**src/rtl/mem_pkg.sv**
```systemverilog
// Shared constants for the MEM pipeline stage: bus widths, mem_control bit
// positions and the access FSM state encoding.
package mem_pkg;

    localparam int EXE_MEM_W = 154;
    localparam int MEM_WB_W  = 118;

    // Bit positions inside the 4-bit mem_control field
    localparam int MC_LOAD  = 3;
    localparam int MC_STORE = 2;
    localparam int MC_WORD  = 1;
    localparam int MC_SEXT  = 0;

    typedef enum logic [1:0] {
        IDLE = 2'd0,
        WAIT = 2'd1,
        DONE = 2'd2
    } mem_state_t;

endpackage

```
**src/rtl/mem_access_if.sv**
```systemverilog
// Data-memory request/acknowledge bus between the MEM stage (master) and the
// data memory (slave).
interface mem_access_if;

    logic        dm_req;
    logic [3:0]  dm_we;
    logic [31:0] dm_addr;
    logic [31:0] dm_wdata;
    logic        dm_ack;
    logic [31:0] dm_rdata;

    modport master (
        output dm_req, dm_we, dm_addr, dm_wdata,
        input  dm_ack, dm_rdata
    );

    modport slave (
        input  dm_req, dm_we, dm_addr, dm_wdata,
        output dm_ack, dm_rdata
    );

endinterface

```
**src/rtl/mem_lane_align.sv**
```systemverilog
// Byte-lane handling for the MEM stage: store write-enable/data replication
// and load lane extraction with optional sign extension.
module mem_lane_align
    import mem_pkg::*;
(
    input  logic [1:0]  byte_sel,
    input  logic        word,
    input  logic        sign_ext,
    input  logic [31:0] store_data,
    input  logic [31:0] rdata,
    output logic [3:0]  we,
    output logic [31:0] wdata,
    output logic [31:0] load_data
);

    logic [7:0] lane;

    // Word accesses use all lanes; byte accesses pick the lane given by addr[1:0]
    always_comb begin
        we        = word ? 4'b1111 : (4'b0001 << byte_sel);
        wdata     = word ? store_data : {4{store_data[7:0]}};
        lane      = rdata[{byte_sel, 3'b000} +: 8];
        load_data = word ? rdata : {{24{sign_ext & lane[7]}}, lane};
    end

endmodule

```
**src/rtl/mem_access.sv**
```systemverilog
// MEM stage of the five-stage MIPS pipeline. Issues data-memory requests,
// aligns byte lanes and holds the instruction until the access completes.
// Optional macro MEM_ALIGN_CHECK_EN: misaligned word accesses are trapped
// (no request, mem_align_err raised) instead of being silently word-aligned.
module mem_access
    import mem_pkg::*;
(
    input  logic                 clk,
    input  logic                 rst,
    input  logic                 MEM_valid,
    input  logic [EXE_MEM_W-1:0] EXE_MEM_bus_r,
    input  logic                 WB_allow_in,
    output logic                 MEM_over,
    output logic [MEM_WB_W-1:0]  MEM_WB_bus,
    output logic [4:0]           MEM_wdest,
    output logic [31:0]          MEM_pc,
    output logic                 mem_align_err,
    mem_access_if.master         dm
);

    logic [3:0]  mem_control;
    logic [31:0] store_data;
    logic [31:0] exe_result;
    logic [31:0] lo_result;
    logic [5:0]  hilo_cp0_flags;
    logic [7:0]  cp0r_addr;
    logic        syscall;
    logic        eret;
    logic        rf_wen;
    logic [4:0]  rf_wdest;
    logic [31:0] pc;

    assign {mem_control, store_data, exe_result, lo_result, hilo_cp0_flags,
            cp0r_addr, syscall, eret, rf_wen, rf_wdest, pc} = EXE_MEM_bus_r;

    logic is_load, is_store, is_word, is_mem, misalign, do_access;

    assign is_load  = mem_control[MC_LOAD];
    assign is_store = mem_control[MC_STORE];
    assign is_word  = mem_control[MC_WORD];
    assign is_mem   = is_load | is_store;

`ifdef MEM_ALIGN_CHECK_EN
    assign misalign    = is_mem & is_word & (|exe_result[1:0]);
    assign dm.dm_addr  = exe_result;
`else
    assign misalign    = 1'b0;
    assign dm.dm_addr  = is_word ? {exe_result[31:2], 2'b00} : exe_result;
`endif

    assign do_access = is_mem & ~misalign;

    mem_state_t  state, state_nxt;
    logic [31:0] rdata_r;
    logic        req, over, latch;
    logic [3:0]  lane_we;
    logic [31:0] lane_wdata, load_data;

    mem_lane_align u_lane (
        .byte_sel   (exe_result[1:0]),
        .word       (is_word),
        .sign_ext   (mem_control[MC_SEXT]),
        .store_data (store_data),
        .rdata      (rdata_r),
        .we         (lane_we),
        .wdata      (lane_wdata),
        .load_data  (load_data)
    );

    // State register and read-data capture on the accepting ack
    always_ff @(posedge clk) begin
        if (rst) begin
            state   <= IDLE;
            rdata_r <= 32'd0;
        end else begin
            state <= state_nxt;
            if (latch) begin
                rdata_r <= dm.dm_rdata;
            end
        end
    end

    // Next state, request and completion; an ack with no request is ignored
    always_comb begin
        state_nxt = state;
        req       = 1'b0;
        over      = 1'b0;
        latch     = 1'b0;
        case (state)
            IDLE: begin
                if (MEM_valid) begin
                    if (do_access) begin
                        req = 1'b1;
                        if (dm.dm_ack) begin
                            latch     = 1'b1;
                            state_nxt = DONE;
                        end else begin
                            state_nxt = WAIT;
                        end
                    end else begin
                        over = 1'b1;
                    end
                end
            end
            WAIT: begin
                req = 1'b1;
                if (dm.dm_ack) begin
                    latch     = 1'b1;
                    state_nxt = DONE;
                end
            end
            DONE: begin
                over = 1'b1;
                if (WB_allow_in) begin
                    state_nxt = IDLE;
                end
            end
            default: state_nxt = IDLE;
        endcase
    end

    assign dm.dm_req   = req & ~rst;
    assign dm.dm_we    = (req & ~rst & is_store) ? lane_we : 4'b0000;
    assign dm.dm_wdata = lane_wdata;
    assign MEM_over    = over & ~rst;

    logic [31:0] mem_result;
    assign mem_result    = (is_load & ~misalign) ? load_data : exe_result;
    assign mem_align_err = MEM_valid & misalign;

    assign MEM_WB_bus = {rf_wen, rf_wdest, mem_result, lo_result, hilo_cp0_flags,
                         cp0r_addr, syscall, eret, pc};
    assign MEM_wdest  = rf_wdest & {5{MEM_valid}};
    assign MEM_pc     = pc;

endmodule

```
**src/flat_wrapper.sv**
```systemverilog
// flat-port wrapper written by rule: the top's interface ports become plain ports
module mem_access_flat import mem_pkg::*;
  (clk, rst, MEM_valid, EXE_MEM_bus_r, WB_allow_in, MEM_over, MEM_WB_bus, MEM_wdest, MEM_pc, mem_align_err, dm_dm_req, dm_dm_we, dm_dm_addr, dm_dm_wdata, dm_dm_ack, dm_dm_rdata);
  mem_access_if dm_i ();
  input  logic clk;
  input  logic rst;
  input  logic MEM_valid;
  input  logic [EXE_MEM_W-1:0] EXE_MEM_bus_r;
  input  logic WB_allow_in;
  output logic MEM_over;
  output logic [MEM_WB_W-1:0] MEM_WB_bus;
  output logic [4:0] MEM_wdest;
  output logic [31:0] MEM_pc;
  output logic mem_align_err;
  output wire logic [$bits(dm_i.dm_req)-1:0] dm_dm_req;
  output wire logic [$bits(dm_i.dm_we)-1:0] dm_dm_we;
  output wire logic [$bits(dm_i.dm_addr)-1:0] dm_dm_addr;
  output wire logic [$bits(dm_i.dm_wdata)-1:0] dm_dm_wdata;
  input wire logic [$bits(dm_i.dm_ack)-1:0] dm_dm_ack;
  input wire logic [$bits(dm_i.dm_rdata)-1:0] dm_dm_rdata;
  assign dm_dm_req = dm_i.dm_req;
  assign dm_dm_we = dm_i.dm_we;
  assign dm_dm_addr = dm_i.dm_addr;
  assign dm_dm_wdata = dm_i.dm_wdata;
  assign dm_i.dm_ack = dm_dm_ack;
  assign dm_i.dm_rdata = dm_dm_rdata;
  mem_access u_core (.clk(clk), .rst(rst), .MEM_valid(MEM_valid), .EXE_MEM_bus_r(EXE_MEM_bus_r), .WB_allow_in(WB_allow_in), .MEM_over(MEM_over), .MEM_WB_bus(MEM_WB_bus), .MEM_wdest(MEM_wdest), .MEM_pc(MEM_pc), .mem_align_err(mem_align_err), .dm(dm_i));
endmodule
```
**config.mk**
```make
export PLATFORM = sky130hd
export DESIGN_NAME = mem_access_flat
export DESIGN_NICKNAME = d
export VERILOG_FILES = /design/src/rtl/mem_pkg.sv /design/src/rtl/mem_access_if.sv /design/src/rtl/mem_lane_align.sv /design/src/rtl/mem_access.sv /design/src/flat_wrapper.sv
export SDC_FILE = /design/constraint.sdc
export NUM_CORES = 1
export LEC_CHECK = 0
export ABC_CLOCK_PERIOD_IN_PS = 1900
export BUFFER_PORTS_ARGS = -buffer_cell sky130_fd_sc_hd__buf_2
export CAP_MARGIN = 10
export CORE_AREA = 2 2 162 164
export CTS_CLUSTER_DIAMETER = 100
export DETAILED_ROUTE_END_ITERATION = 8
export DIE_AREA = 0 0 164 166
export PLACE_DENSITY_LB_ADDON = 0.2
export SETUP_SLACK_MARGIN = 0.15
export SLEW_MARGIN = 30
export SYNTH_ARGS = -nofsm -noshare
export SYNTH_HDL_FRONTEND = slang
export SYNTH_SLANG_ARGS = --single-unit
```
**constraint.sdc**
```tcl
create_clock -name clk -period 1.9 [get_ports clk]
set_clock_uncertainty 0.2 [all_clocks]
set_input_delay 0.38 -clock clk [delete_from_list [all_inputs] [get_ports clk]]
set_output_delay 0.38 -clock clk [all_outputs]
set_load 0.05 [all_outputs]
```
==> results of run 1 <==
-- what timing repair did --
action                                  in CTS  in global routing
cloned                                       1                  2
resized for setup                          142                 20
endpoints found under the setup margin      64                 52
buffers inserted                             7                  2
pin swaps                                   21                 22
-- stage by stage --
stage               TNS [ns]  total power (W)
CTS                   -12.16          0.00339
global route          -13.11          0.00355
global placement      -16.62          0.00241
finish                -10.73          0.00339
detailed placement    -16.43          0.00240
floorplan              -3.61          0.00256
-- registers in the layout, summed over array words and instances, names as in the netlist --
signal and count:
u_core.rdata_r 32, u_core.state 2
-- path summary, 6_finish.rpt --
kind / startpoint / to
min: dm_dm_ack / u_core.state[0]
min reg2reg: u_core.rdata_r[4] / u_core.rdata_r[4]
max: u_core.rdata_r[15] / MEM_WB_bus[97]
max reg2reg: u_core.state[1] / u_core.rdata_r[27]
-- cells in the final DEF, fill, tap and decap left out, types with 3 or more instances in the layout --
| cell | count |
|---|---|
| nand2_4 | 21 |
| dfxtp_1 | 27 |
| nand3_4 | 3 |
| nor2_1 | 27 |
| nand2_1 | 113 |
| and2_1 | 5 |
| a22oi_2 | 6 |
| a31oi_4 | 24 |
| buf_6 | 45 |
| dfxtp_2 | 7 |
| mux2_4 | 6 |
| nor2b_4 | 4 |
| buf_4 | 52 |
| inv_1 | 7 |
| buf_8 | 4 |
| buf_12 | 27 |
| clkbuf_16 | 8 |
| nor2_4 | 4 |
| mux2i_1 | 32 |
| o221ai_4 | 5 |
| diode_2 | 4 |
| nand2b_4 | 8 |
| buf_2 | 155 |
-- metal layers --
layer  part of all wire (%)  routed length, microns
met5                   0.15                      25
met4                    3.8                     617
met3                    8.8                    1440
met2                     44                    7150
met1                     44                    7120
-- cells by family after synthesis --
| group | count (synthesis) |
|---|---|
| AO/OA/AOI/OAI | 51 |
| buffers and inverters | 194 |
| flip-flops | 34 |
| multiplexers | 40 |
| other | 1 |
| AND/OR/NAND/NOR | 196 |
-- cell type report --
class                   count  area, sq um  area share (%)
diodes                      4         10.0           0.161
clock buffers               6          129            2.08
clock inverters             1         7.51           0.121
inverters                   9         33.8           0.545
multi-input cells         288         2520            40.6
flip-flops and latches     34          689            11.1
well taps                 335          419            6.76
repair buffers            289         2400            38.6
-- power by group --
group          internal (W)  total (W)  switching (W)
registers          0.000756   0.000794      0.0000382
clock network      0.000479   0.000795       0.000316
logic              0.000714    0.00180        0.00109
==> reports/metrics.csv, run 1 <==
stage,metric,value,unit
place,input/output buffers,221,
finish,fin cells,966,
detailed_routing,routed vias/inst,3.72,
yosys,Post-Synth XOR/XNOR Area,0,%
yosys,Syn Inst Count,516,
detailed_routing,drt pass-1 iters,4,
global_route,Total Routing Usage GR,11.5,%
finish,Final Util,24.2,%
critical_path,Critical Path Start Type,register,
yosys,Simple-Gate Fraction of Synth Area,22.4,%
global_route,largest net degree at the start of global routing,44,
clock_network,Skew-Pair Late Insertion Delay,0.28,ns
floorplanning,Starting Density,14.1,%
floorplanning,Die W,164,microns
sta,final hold viol count,0,
yosys,syn nets,707,
finish,FILL cells,2799,
sta,FMAX,0.431,GHz
power,worst-case vdd ir drop,0.000235,V
yosys,Post-synth EDFFs,0,
outcome,outcome,"complete, but fails checks",
clock_network,clock root cell,clkbuf_16,
yosys,Seq cells post-synth,34,
yosys,share of the synthesized area in the top cell type,33.7,%
critical_path,CP Data Arrival Time,1.74,ns
critical_path,Critical Path End Type,output port,
finish,Area Growth Syn to Fin,71.9,%
yosys,synthesized cell area,3610,sq um
place,Post-DP HPWL,13500,microns
critical_path,slowest cell delay on critical path,0.50,ns
worst_hold_path,Hold Crit Class,in -> reg,
clock_network,CTS max path bufs,2,
detailed_routing,Post-route DRC,0,
power,leakage,2.72,nW
finish,Post-layout nets,818,
yosys,Synth Area in Compound Gates,9.78,%
outcome,failing checks,negative setup slack,
yosys,largest area contributor in the synthesized netlist,buf_4,
sta,RSZ-0062 raised after global routing,true,
sta,Tmin final,2.32,ns
finish,share of cells above drive strength 1,64.1,%
place,Cells after DPL,943,
critical_path,CP Max Fanout,8,
clock_network,TritonCTS buffer count,5,
global_route,initial antenna violation count,6,
clock_network,number of H-tree levels,2,
global_route,grt ovf,0,
yosys,top_reg_cell synth,dfxtp_1,
place,post-placement setup slack,-0.400,ns
sta,final worst-path cycle share,122,%
yosys,combinational family with the most area after synthesis,buffers and inverters,
global_route,global-route met2 utilization,17.2,%
detailed_routing,Post-DRT Antenna Nets,0,
floorplanning,core area,25600,sq um
detailed_routing,WL/cell,16.9,microns
sta,final hold slack,0.0757,ns
global_route,grt met3 use,4.27,%
yosys,Syn Area/Cell,6.99,sq um
floorplanning,die area,27200,sq um
clock_network,cts hold-fix bufs,0,
detailed_routing,DRT iter0 DRCs,122,
sta,final setup fails,34,
yosys,commonest cells in the netlist,"buf_4, nand2_1, dfxtp_1",
yosys,Synth Area in Adders,0,%
critical_path,Worst path slowest cell,mux4_2,
power,Power Density,546,nW/um^2
yosys,ranking of synthesized cells by area,"buf_4, dfxtp_1, nand2_1",
place,Placer Congestion,0.710,
critical_path,Worst path top cell family by delay,multiplexers,
place,area post-placement,5340,sq um
critical_path,Critical Path Stages,5,
critical_path,Critical Path RT,1.32,ns
global_route,met1 Use GR,14.7,%
sta,final worst slack,-0.422,ns
yosys,post-synth cell types,34,
clock_network,clock-pin slew on the worst setup and hold paths,0.06,ns
global_route,vias in the first global route,3601,
global_route,gr busiest metal,met2,
yosys,"Seq/Total Area, Yosys",18.9,%
global_route,first-pass GRT wire length,23200,microns
critical_path,R2R Setup Slk,0.27,ns
detailed_routing,WL final,16400,microns
critical_path,"Cell Chain, Critical Path","mux4_2, nand3b_4, buf_12, a31oi_4, buf_6",
yosys,most common cell in the synthesized netlist,buf_4,
floorplanning,I/O pins,417,
yosys,YS warnings,0,
job,Max-Cap Viols,0,
critical_path,buffers plus inverters on the worst setup path,2,
clock_network,TritonCTS clock tree,yes,
critical_path,WS Path Type,reg -> out,
critical_path,worst r2r path cells,7,
detailed_routing,via count,3596,
clock_network,Sink Count,34,
sta,max-slew violations,0,
floorplanning,row count,59,
worst_hold_path,hold depth,2,
finish,Final Cell Area,6200,sq um
floorplanning,die extent in y,166,microns
yosys,mux share of post-synthesis cell area,11.7,%
yosys,Post-synth ARST share,0,%
(Power assumes the default switching activity.)
==> inputs of run 2 (changes only) <==
--- a/config.mk
+++ b/config.mk
@@ -5,7 +5,7 @@
 export SDC_FILE = /design/constraint.sdc
 export NUM_CORES = 1
 export LEC_CHECK = 0
-export ABC_CLOCK_PERIOD_IN_PS = 1900
+export ABC_CLOCK_PERIOD_IN_PS = 2500
 export BUFFER_PORTS_ARGS = -buffer_cell sky130_fd_sc_hd__buf_2
 export CAP_MARGIN = 10
 export CORE_AREA = 2 2 162 164
==> constraint.sdc (replaced) <==
create_clock -name clk -period 2.5 [get_ports clk]
set_clock_uncertainty 0.2 [all_clocks]
set_input_delay 0.5 -clock clk [delete_from_list [all_inputs] [get_ports clk]]
set_output_delay 0.5 -clock clk [all_outputs]
set_load 0.05 [all_outputs]
==> run 2 against run 1 <==
Effect of this change: the flow still finishes with violations (negative setup slack); via count shrank 5.8%; critical path depth grew 2; global-route usage grew 0.16 points; register-to-register slack gained 0.57 ns; first-iteration DRC count grew 46%; worst setup slack gained 0.42 ns; count of clock-buffer cells in the layout grew 1; sequential cell count is the same; core utilization shrank 4.3 points; non-clock buffer count shrank 38; hold slack gained 0.12 ns; total power shrank 32%; largest cell class unchanged.
==> reports/metrics.csv, run 2 (synthesized netlist as in run 1, its figures left out) <==
stage,metric,value,unit,change
outcome,outcome,"complete, but fails checks",,
outcome,failing checks,negative setup slack,,
place,Post-DP HPWL,13900,microns,+2.6%
place,input/output buffers,221,,unchanged
global_route,vias in the first global route,3486,,-3.2%
clock_network,clock-pin slew on the worst setup and hold paths,0.05,ns,about the same
critical_path,worst r2r path cells,4,,-3
critical_path,WS Path Type,in -> out,,
detailed_routing,routed vias/inst,3.65,,-2.0%
sta,setup_tns,-0.0105,ns,+10.72 ns
critical_path,Critical Path RT,1.80,ns,+0.48 ns
finish,share of cells above drive strength 1,52.1,%,-12 points
critical_path,Worst setup endpoint,MEM_WB_bus[90],,
global_route,Total Routing Usage GR,11.7,%,+0.16 points
clock_network,Skew-Pair Late Insertion Delay,0.27,ns,about the same
sta,FMAX,0.399,GHz,
clock_network,cts hold-fix bufs,0,,unchanged
clock_network,Sink Count,34,,unchanged
global_route,grt ovf,0,,unchanged
floorplanning,die area,27200,sq um,unchanged
finish,fin cells,929,,-3.8%
finish,register bank with the most flops,u_core.rdata_r,,
sta,final worst-path cycle share,100,%,
clock_network,clock root cell,clkbuf_16,,
critical_path,Critical Path Start Type,primary input,,
sta,final hold viol count,0,,unchanged
sta,max-slew violations,0,,unchanged
detailed_routing,Post-route DRC,0,,unchanged
critical_path,reg2reg end,u_core.rdata_r[31],,
floorplanning,Die W,164,microns,unchanged
detailed_routing,WL/cell,17.7,microns,+4.7%
detailed_routing,Post-DRT Antenna Nets,0,,unchanged
sta,final hold slack,0.196,ns,+0.121 ns
detailed_routing,WL met1,6970,microns,-2.1%
sta,Tmin final,2.50,ns,
floorplanning,I/O pins,417,,unchanged
detailed_routing,WL met3,1750,microns,+22%
finish,"commonest non-fill, non-tap cell in the layout",buf_2,,
sta,final setup fails,4,,-88%
detailed_routing,WL final,16500,microns,+0.68%
finish,Post-layout nets,780,,-4.6%
sta,final worst slack,-0.00430,ns,+0.418 ns
floorplanning,row count,59,,unchanged
floorplanning,die extent in y,166,microns,unchanged
worst_hold_path,Hold Crit Class,in -> reg,,
critical_path,Critical Path Start,EXE_MEM_bus_r[86],,
finish,"commonest non-fill, non-tap cells in the layout","buf_2, nand2_1, mux2i_1",,
critical_path,worst r2r src,u_core.state[1],,
power,leakage,2.29,nW,-16%
job,Max-Cap Viols,0,,unchanged
critical_path,CP Data Arrival Time,1.80,ns,+0.06 ns
sta,RSZ-0062 raised after global routing,true,,
power,Power Density,454,nW/um^2,-17%
clock_network,CTS max path bufs,2,,unchanged
clock_network,TritonCTS buffer count,5,,unchanged
finish,Final Util,19.9,%,-4.3 points
detailed_routing,Met2 Routed Length,7100,microns,-0.70%
finish,Area Growth Syn to Fin,41.7,%,
finish,max reg flops,32,,unchanged
critical_path,R2R Setup Slk,0.84,ns,+0.57 ns
floorplanning,Starting Density,14.1,%,unchanged
place,Cells after DPL,909,,-3.6%
critical_path,Critical Path End Type,output port,,
detailed_routing,DRT iter0 DRCs,178,,+46%
power,worst-case vdd ir drop,0.000208,V,-12%
floorplanning,core area,25600,sq um,unchanged
detailed_routing,via count,3388,,-5.8%
critical_path,CP Max Fanout,6,,-2
global_route,initial antenna violation count,11,,+5
finish,biggest regs,"u_core.rdata_r: 32 flops, u_core.state: 2 flops",,
global_route,first-pass GRT wire length,23100,microns,-0.33%
global_route,largest net degree at the start of global routing,47,,+6.8%
clock_network,TritonCTS clock tree,yes,,
detailed_routing,drt pass-1 iters,4,,unchanged
detailed_routing,top routing layer in use,met5,,
clock_network,number of H-tree levels,2,,unchanged
place,Placer Congestion,0.691,,-2.7%
-- run 2: cell count changes in the layout (fill, tap and decap cells not counted), moves of 8 or more --
cell | before | now
buf_12 | 27 | 17
buf_2 | 155 | 183
buf_4 | 52 | 23
buf_6 | 45 | 23
nand2_1 | 113 | 134
nand2_4 | 21 | 0
nand2b_1 | 0 | 9
nand2b_4 | 8 | 0
-- run 2: cell type report --
| type | count | area (sq um) |
|---|---|---|
| Clock buffer | 7 | 133 |
| Sequential cell | 34 | 686 |
| Tap cell | 335 | 419 |
| Antenna cell | 5 | 12.5 |
| Timing Repair Buffer | 251 | 1810 |
| Multi-Input combinational cell | 288 | 2020 |
| Fill cell | 2902 | 20500 |
| Inverter | 9 | 33.8 |
-- run 2: per-layer routing --
layer  vias up  track usage, %
li1       1673               -
met2       135            17.3
met4        12            4.46
met3        65            6.22
met1      1503            14.2
met5         -               0
-- run 2: worst min-delay path by stage --
stage                                 start                end  cells after the start
final                             dm_dm_ack    u_core.state[0]                      2
after global routing              dm_dm_ack    u_core.state[0]                      2
after CTS                         dm_dm_ack    u_core.state[0]                      2
after detailed placement  u_core.rdata_r[6]  u_core.rdata_r[6]                      2
after global placement    u_core.rdata_r[6]  u_core.rdata_r[6]                      2
after floorplan           u_core.rdata_r[2]  u_core.rdata_r[2]                      2
-- run 2: critical path, cell delays in order --
cell	delay, ns
buf_8	0.08
mux4_2	0.53
nand3b_4	0.15
buf_12	0.13
buf_16	0.13
a31oi_1	0.08
buf_4	0.20
-- run 2: power by group --
group          total (W)  switching (W)  internal (W)
Clock           0.000581       0.000217      0.000364
Combinational    0.00113       0.000747      0.000385
Sequential      0.000606      0.0000318      0.000574
Total            0.00232       0.000995       0.00132
-- run 2: through the flow --
step                      setup slack [ns]  power [W]  cell area (sq um)
after floorplan                    -0.0740    0.00186               3970
after global placement              -0.148    0.00169               4590
after detailed placement            -0.157    0.00169               4590
after CTS                          -0.0210    0.00237               5080
after global routing               -0.0567    0.00244               5100
final                             -0.00430    0.00232               5110
-- run 2: repair_timing --
| item | CTS | global route |
|---|---|---|
| gates cloned | 3 | 0 |
| pin swaps | 13 | 3 |
| endpoints found under the setup margin | 32 | 32 |
| buffers inserted | 4 | 1 |
| gates resized for setup | 64 | 5 |
